## src/rtl/muldiv_ctrl_pkg.sv

```systemverilog
// rtl/muldiv_ctrl_pkg.sv - shared encodings for the multiply/divide sequencer
// Contents: MDOp operation codes, FSM state codes, op-class helper.
package muldiv_ctrl_pkg;

  localparam logic [2:0] MDOP_MULTU = 3'd0;
  localparam logic [2:0] MDOP_MULT  = 3'd1;
  localparam logic [2:0] MDOP_DIVU  = 3'd2;
  localparam logic [2:0] MDOP_DIV   = 3'd3;
  localparam logic [2:0] MDOP_MTHI  = 3'd4;
  localparam logic [2:0] MDOP_MTLO  = 3'd5;

  localparam logic [1:0] MD_IDLE = 2'd0;
  localparam logic [1:0] MD_RUN  = 2'd1;
  localparam logic [1:0] MD_FIX  = 2'd2;
  localparam logic [1:0] MD_DONE = 2'd3;

  // Ops that occupy the iterative datapath (as opposed to MTHI/MTLO/no-ops).
  function automatic logic mdop_is_muldiv(input logic [2:0] op);
    return (op == MDOP_MULTU) || (op == MDOP_MULT) ||
           (op == MDOP_DIVU)  || (op == MDOP_DIV);
  endfunction

endpackage

```

## src/rtl/muldiv_ctrl_addsub.sv

```systemverilog
// rtl/muldiv_ctrl_addsub.sv - combinational add/sub shared by multiply and divide
// Ports:
//   a, b  [W-1:0]  operands
//   sub            1 = a - b, 0 = a + b
//   sum   [W-1:0]  result
//   carry          carry out; for subtract, 1 means a >= b (no borrow)
module md_addsub #(
  parameter int W = 33
) (
  input  logic [W-1:0] a,
  input  logic [W-1:0] b,
  input  logic         sub,
  output logic [W-1:0] sum,
  output logic         carry
);

  logic [W:0] full;

  assign full  = {1'b0, a} + {1'b0, (sub ? ~b : b)} + {{W{1'b0}}, sub};
  assign sum   = full[W-1:0];
  assign carry = full[W];

endmodule

```

## src/rtl/muldiv_ctrl.sv

```systemverilog
// rtl/muldiv_ctrl.sv - iterative MULT/MULTU/DIV/DIVU sequencer owning HI/LO
// Ports:
//   clk, rst          clock, synchronous active-high reset
//   start, MDOp       request valid (held until accepted) and op code
//   DataIn1, DataIn2  rs / rt operands
//   cancel            pipeline flush, aborts RUN/FIX
//   busy, stall       sequencer occupied; request blocked this cycle
//   done, div0        commit pulse; sticky divide-by-zero flag
//   HI, LO            result registers
module muldiv_ctrl
  import muldiv_ctrl_pkg::*;
#(
  parameter int WIDTH = 32,
  parameter int CNT_W = 6
) (
  input  logic             clk,
  input  logic             rst,
  input  logic             start,
  input  logic [2:0]       MDOp,
  input  logic [WIDTH-1:0] DataIn1,
  input  logic [WIDTH-1:0] DataIn2,
  input  logic             cancel,
  output logic             busy,
  output logic             stall,
  output logic             done,
  output logic             div0,
  output logic [WIDTH-1:0] HI,
  output logic [WIDTH-1:0] LO
);

  logic [1:0]       state_q, state_d;
  logic [CNT_W-1:0] cnt_q, cnt_d;
  // acc: product high half / partial remainder; shf: multiplier / quotient.
  logic [WIDTH-1:0] acc_q, acc_d, shf_q, shf_d;
  logic [WIDTH-1:0] opnd_q, opnd_d;   // multiplicand or divisor magnitude
  logic [WIDTH-1:0] dvd_q, dvd_d;     // raw rs value, returned on divide by zero
  logic [WIDTH-1:0] hi_q, hi_d, lo_q, lo_d;
  logic             op_div_q, op_div_d, qneg_q, qneg_d, rneg_q, rneg_d;
  logic             dzero_q, dzero_d, div0_q, div0_d;

  logic             accept, op_signed, a_neg, b_neg;
  logic [WIDTH-1:0] mag_a, mag_b;
  logic [WIDTH:0]   div_shift, as_a, as_b, as_sum;
  logic             as_sub, as_carry;

  assign busy   = (state_q == MD_RUN) || (state_q == MD_FIX);
  assign stall  = start & busy & ~cancel;
  assign done   = (state_q == MD_DONE);
  assign div0   = div0_q;
  assign HI     = hi_q;
  assign LO     = lo_q;
  assign accept = start & ~busy & ~cancel;

  assign op_signed = (MDOp == MDOP_MULT) || (MDOp == MDOP_DIV);
  assign a_neg     = op_signed & DataIn1[WIDTH-1];
  assign b_neg     = op_signed & DataIn2[WIDTH-1];
  assign mag_a     = a_neg ? -DataIn1 : DataIn1;
  assign mag_b     = b_neg ? -DataIn2 : DataIn2;

  // Divide step shifts the next dividend bit (quotient register MSB) into the remainder.
  assign div_shift = {acc_q, shf_q[WIDTH-1]};

  always_comb begin
    if (op_div_q) begin
      as_a   = div_shift;
      as_b   = {1'b0, opnd_q};
      as_sub = 1'b1;
    end else begin
      as_a   = {1'b0, acc_q};
      as_b   = shf_q[0] ? {1'b0, opnd_q} : '0;
      as_sub = 1'b0;
    end
  end

  md_addsub #(.W(WIDTH + 1)) u_addsub (
    .a    (as_a),
    .b    (as_b),
    .sub  (as_sub),
    .sum  (as_sum),
    .carry(as_carry)
  );

  always_comb begin
    state_d  = state_q;
    cnt_d    = cnt_q;
    acc_d    = acc_q;
    shf_d    = shf_q;
    opnd_d   = opnd_q;
    dvd_d    = dvd_q;
    hi_d     = hi_q;
    lo_d     = lo_q;
    op_div_d = op_div_q;
    qneg_d   = qneg_q;
    rneg_d   = rneg_q;
    dzero_d  = dzero_q;
    div0_d   = div0_q;

    case (state_q)
      MD_RUN: begin
        if (cancel) begin
          state_d = MD_IDLE;
        end else begin
          if (op_div_q) begin
            // Restoring step: keep the difference only when it did not borrow.
            acc_d = as_carry ? as_sum[WIDTH-1:0] : div_shift[WIDTH-1:0];
            shf_d = {shf_q[WIDTH-2:0], as_carry};
          end else begin
            acc_d = as_sum[WIDTH:1];
            shf_d = {as_sum[0], shf_q[WIDTH-1:1]};
          end
          cnt_d = cnt_q + CNT_W'(1);
          if (cnt_q == CNT_W'(WIDTH - 1)) state_d = MD_FIX;
        end
      end
      MD_FIX: begin
        if (cancel) begin
          state_d = MD_IDLE;
        end else begin
          state_d = MD_DONE;
          if (op_div_q) begin
            if (dzero_q) begin
              acc_d  = dvd_q;
              shf_d  = '1;
              div0_d = 1'b1;
            end else begin
              if (qneg_q) shf_d = -shf_q;
              if (rneg_q) acc_d = -acc_q;
            end
          end else if (qneg_q) begin
            {acc_d, shf_d} = -{acc_q, shf_q};
          end
        end
      end
      MD_DONE: begin
        // Commit is not cancellable: the instruction has already left EX.
        hi_d    = acc_q;
        lo_d    = shf_q;
        state_d = MD_IDLE;
      end
      default: ;
    endcase

    // Placed after the commit so an MTHI/MTLO accepted in DONE overrides it.
    if (accept) begin
      if (mdop_is_muldiv(MDOp)) begin
        op_div_d = (MDOp == MDOP_DIVU) || (MDOp == MDOP_DIV);
        acc_d    = '0;
        shf_d    = op_div_d ? mag_a : mag_b;
        opnd_d   = op_div_d ? mag_b : mag_a;
        dvd_d    = DataIn1;
        qneg_d   = a_neg ^ b_neg;
        rneg_d   = a_neg;
        dzero_d  = (DataIn2 == '0);
        div0_d   = 1'b0;
        cnt_d    = '0;
        state_d  = MD_RUN;
      end else if (MDOp == MDOP_MTHI) begin
        hi_d   = DataIn1;
        div0_d = 1'b0;
      end else if (MDOp == MDOP_MTLO) begin
        lo_d   = DataIn1;
        div0_d = 1'b0;
      end
    end
  end

  always_ff @(posedge clk) begin
    if (rst) begin
      state_q  <= MD_IDLE;
      cnt_q    <= '0;
      acc_q    <= '0;
      shf_q    <= '0;
      opnd_q   <= '0;
      dvd_q    <= '0;
      hi_q     <= '0;
      lo_q     <= '0;
      op_div_q <= 1'b0;
      qneg_q   <= 1'b0;
      rneg_q   <= 1'b0;
      dzero_q  <= 1'b0;
      div0_q   <= 1'b0;
    end else begin
      state_q  <= state_d;
      cnt_q    <= cnt_d;
      acc_q    <= acc_d;
      shf_q    <= shf_d;
      opnd_q   <= opnd_d;
      dvd_q    <= dvd_d;
      hi_q     <= hi_d;
      lo_q     <= lo_d;
      op_div_q <= op_div_d;
      qneg_q   <= qneg_d;
      rneg_q   <= rneg_d;
      dzero_q  <= dzero_d;
      div0_q   <= div0_d;
    end
  end

endmodule

```

## config.mk

```make
export PLATFORM = sky130hd
export DESIGN_NAME = muldiv_ctrl
export DESIGN_NICKNAME = d
export VERILOG_FILES = /design/src/rtl/muldiv_ctrl_pkg.sv /design/src/rtl/muldiv_ctrl_addsub.sv /design/src/rtl/muldiv_ctrl.sv
export SDC_FILE = /design/constraint.sdc
export NUM_CORES = 1
export LEC_CHECK = 0
export CORE_MARGIN = 2
export CORE_UTILIZATION = 50
export CTS_CLUSTER_DIAMETER = 60
export DETAILED_ROUTE_END_ITERATION = 6
export DONT_BUFFER_PORTS = 1
export HOLD_SLACK_MARGIN = 0.08
export PLACE_DENSITY = 0.68
export SYNTH_ARGS = -nofsm -noshare
export SYNTH_HDL_FRONTEND = slang
export SYNTH_SLANG_ARGS = --single-unit
```

## constraint.sdc

```tcl
create_clock -name clk -period 4.9 [get_ports clk]
set_input_delay 1.47 -clock clk [delete_from_list [all_inputs] [get_ports clk]]
set_output_delay 1.47 -clock clk [all_outputs]
set_load 0.005 [all_outputs]
```

==> results by group <==
Outcome
  – Status: completed

Clock tree
  – CTS Root Cell: clkbuf_16
  – Resized cells post-CTS: 0
  – Clk sinks: 205
  – Clock latency on the worst-skew pair: 550 ps
  – Max clock buf depth: 3
  – Htree depth: 1
  – CTS tree: built
  – Worst-path clk slew: 60 ps
  – Setup repair bufs after CTS: 0
  – Hold_buf cts: 0
  – Total CTS buffers: 27

Timing
  – Worst slew pin tran: 1030 ps
  – RSZ-0062 raised after global routing: false
  – Period utilization: ~90%
  – Post-Route Skew: 15.4 ps
  – Setup_tns: 0 ps
  – Final setup margin: 510 ps
  – Max_slew headroom: between 20% and 30%
  – Final setup viols: 0
  – Achievable Freq: 228 MHz
  – Tmin final: 4390 ps
  – Pins Over Slew Limit: 0
  – Final hold viol count: 0

Pwr
  – Power Dens Cells: approximately 260 mW/mm^2
  – Leakage power: 0.00636 uW
  – Worst IR Drop VDD: 0.000237 V

Logic synthesis
  – Synth Flop Type: dfxtp_1
  – Synth cell types: between 80 and 90
  – Number of synthesized register bits: between 200 and 250
  – Ys Warns: 0
  – Post-Syn Area: 0.0173 sq mm
  – Post-synth net total: 2526
  – EDFF count, synth: 0
  – Syn Inst Count: 2414
  – Sequential fraction of the synthesis area: 23.7%
  – Post-synth ARST share: 0%
  – Synth Area per Inst: 7.18 sq um

Layout
  – FILL cells: 3398
  – Layout Nets: 2370
  – N_diodes: 0
  – Layout cells sized above 1: under 10%
  – Layout area overhead: 5.62%

Critical path
  – Worst Reg-to-Reg Cells: 12
  – CP endpoint kind: flip-flop
  – Reg2Reg Setup Slack: ~500 ps
  – CP max stage cell: a2111oi_0
  – Slowest stage delay, CP: 940 ps
  – Worst reg2reg startpoint: shf_q[0]$_SDFF_PP0_
  – CP max FO: 19
  – Crit path from: shf_q[0]$_SDFF_PP0_
  – Cells along the critical path: buf_4 > nand3_1 > o21ai_0 > ha_1 > nand2_1 > o31ai_2 > a31oi_2 > a2111oi_0 > nor2_1 > xnor2_1 > a2111oi_0 > o21ai_0
  – Critical path required time: ~5300 ps
  – WS Path Type: reg2reg
  – Critical Path AT: 4810 ps
  – R2r endpoint: acc_q[22]$_SDFF_PP0_
  – Worst setup SP type: flip-flop

Routing
  – Via count: 19098
  – Drt total wl: 73700 um
  – Drt drc: 0
  – Post-route antenna net violation count: 0
  – Initial DRC count: between 2000 and 2500
  – First-pass iteration count of the detailed router: 6
  – Routed vias/inst: between 6 and 7
  – DR WL/cell: between 20 and 30 um

Placed design
  – IO Port Bufs: 0
  – Pre-CTS WS: about 700 ps
  – DPL Wire Length: 53200 um
  – Final RePlAce weighted congestion: around 0.99

Global routing
  – Total Routing Usage GR: between 30% and 40%
  – Largest net degree at the start of global routing: 146
  – Number of global-route vias before repair: between 15000 and 20000
  – Grt total ovfl: 0
  – Initial antenna violation count: 1
  – First-pass GRT wire length: 111000 um

Min path
  – Hold Crit Depth: 2
  – HP Class: reg2reg
  – Hold EP: dvd_q[0]$_SDFFE_PP0P_
  – Beginning of the worst hold path: dvd_q[0]$_SDFFE_PP0P_

Floorplan
  – Die Wd: 190 um
  – Io pins: 139
  – Rows: 68
  – Initial Util: 50.5%
  – Die area: 0.0362 sq mm
  – Core area: 0.0344 sq mm
  – Die height: 190 um

Run
  – Maxcap violations: 0
==> kinds of logic after synthesis <==
group / share of synthesized area (%)
DFF: 23.7
adders and majority gates: 3.00
buffers and inverters: 6.21
AOI/OAI and AO/OA: 32.0
muxes: 7.03
xor gates and xnor gates: 7.12
and+or+nand+nor: 21.0
==> synthesized netlist by cell type, types with 7 or more instances <==
cell type | number | area, sq um
nand2_1 | 253 | 950
o21ai_0 | 218 | 1090
nor2_1 | 217 | 815
dfxtp_1 | 205 | 4100
a21oi_1 | 201 | 1010
clkbuf_1 | 194 | 728
a211oi_1 | 108 | 811
xnor2_1 | 91 | 797
mux2i_1 | 87 | 871
nand3_1 | 75 | 375
nor3_1 | 52 | 260
xor2_1 | 50 | 438
inv_1 | 47 | 176
ha_1 | 40 | 500
a31oi_1 | 36 | 225
o211ai_1 | 34 | 255
nor2b_1 | 32 | 200
o31ai_1 | 32 | 240
mux2_2 | 31 | 349
or3_1 | 31 | 194
o22ai_1 | 30 | 188
buf_1 | 25 | 93.8
o41ai_1 | 23 | 201
o221ai_1 | 22 | 193
nand4_1 | 21 | 131
a221oi_1 | 14 | 123
nor4_1 | 14 | 87.6
a21o_1 | 13 | 97.6
nand2b_1 | 13 | 81.3
buf_2 | 12 | 60.1
and3_1 | 10 | 62.6
a211o_1 | 9 | 78.8
o31a_1 | 9 | 78.8
and2_1 | 8 | 50.1
or4_1 | 8 | 60.1
a41oi_1 | 7 | 61.3
o2111ai_1 | 7 | 61.3
o21ai_1 | 7 | 35.0
or2_2 | 7 | 43.8
==> cell type report <==
cell class / count / area [sq um] / share of cell area, %
clock buffers: 39 / 771 / 4.21
clock inverters: 8 / 108 / 0.587
inverters: 49 / 184 / 1.00
multi-input cells: 1928 / 12200 / 66.6
flip-flops and latches: 205 / 4110 / 22.4
well taps: 455 / 569 / 3.11
repair buffers: 47 / 378 / 2.06
==> how the worst max path moves through the flow <==
stage                                         end  slack (ps)
after floorplan               acc_q[9]$_SDFF_PP0_         140
after global placement    opnd_q[30]$_SDFFE_PP0P_         730
after detailed placement  opnd_q[30]$_SDFFE_PP0P_         700
after CTS                    acc_q[22]$_SDFF_PP0_         750
after global routing         acc_q[22]$_SDFF_PP0_         240
final                        acc_q[22]$_SDFF_PP0_         510
==> worst max-delay path: cells and delay by family (launching register included) <==
family	cells	cell delay, ps
xor gates and xnor gates	1	210
buffers and inverters	1	350
adders and majority gates	1	250
DFF	1	770
AOI/OAI and AO/OA	6	2280
and+or+nand+nor	3	420
==> placed cells by master, fill, tap and decap left out, types with 8 or more instances in the layout <==
cell       count
nand2_1      253
buf_4         45
mux2_2        31
and2_1         8
a211oi_1     108
o41ai_1       23
inv_1         46
clkbuf_16     27
o211ai_1      34
nor2_1       215
nand3_1       74
o31ai_1       32
a31oi_1       36
nor2b_1       31
nand2b_1      12
and3_1        10
a21oi_1      201
nor3_1        52
nor4_1        14
o21ai_0      218
a21o_1        13
dfxtp_1      203
nand4_1       21
or4_1          8
a211o_1        9
or3_1         31
o221ai_1      22
xor2_1        50
o31a_1         9
mux2i_1       87
o22ai_1       30
a221oi_1      14
xnor2_1       91
ha_1          39
==> sequential cells by signal, summed over array words and instances, names as in the netlist <==
signal / cells
cnt_q: 6
qneg_q: 1
dvd_q: 32
dzero_q: 1
rneg_q: 1
div0: 1
state_q: 2
acc_q: 32
LO: 32
op_div_q: 1
HI: 32
shf_q: 32
opnd_q: 32
==> where the power goes <==
group	internal, uW	switching, uW	total (uW)
combinational	309	603	912
clock	1190	795	1990
sequential	1730	115	1840
total	3230	1510	4740
==> through the flow <==
stage | total power [uW] | cells | util (%) | hold WS [ps] | instance area [sq um]
after CTS | 4700 | 2731 | 53.3 | 450 | 18300
after floorplan | 2490 | 2414 | - | 433 | 17300
final | 4740 | 2731 | 53.3 | 452 | 18300
after global routing | 4870 | 2731 | 53.3 | 459 | 18300
after detailed placement | 2750 | 2684 | 50.7 | 440 | 17400
after global placement | 2740 | 2684 | 50.7 | 437 | 17400
==> per-layer routing <==
layer | vias to the layer above | track usage [%] | part of all wire (%) | wire length (um)
li1 | 8603 | - | - | -
met1 | 9008 | 48.5 | 38 | 27700
met2 | 1174 | 64.4 | 45 | 33300
met3 | 313 | 6.99 | 8.9 | 6590
met4 | 0 | 27.7 | 8.4 | 6170
met5 | - | 0 | 0 | 0
No activity file was read; power rests on OpenSTA's default activity.
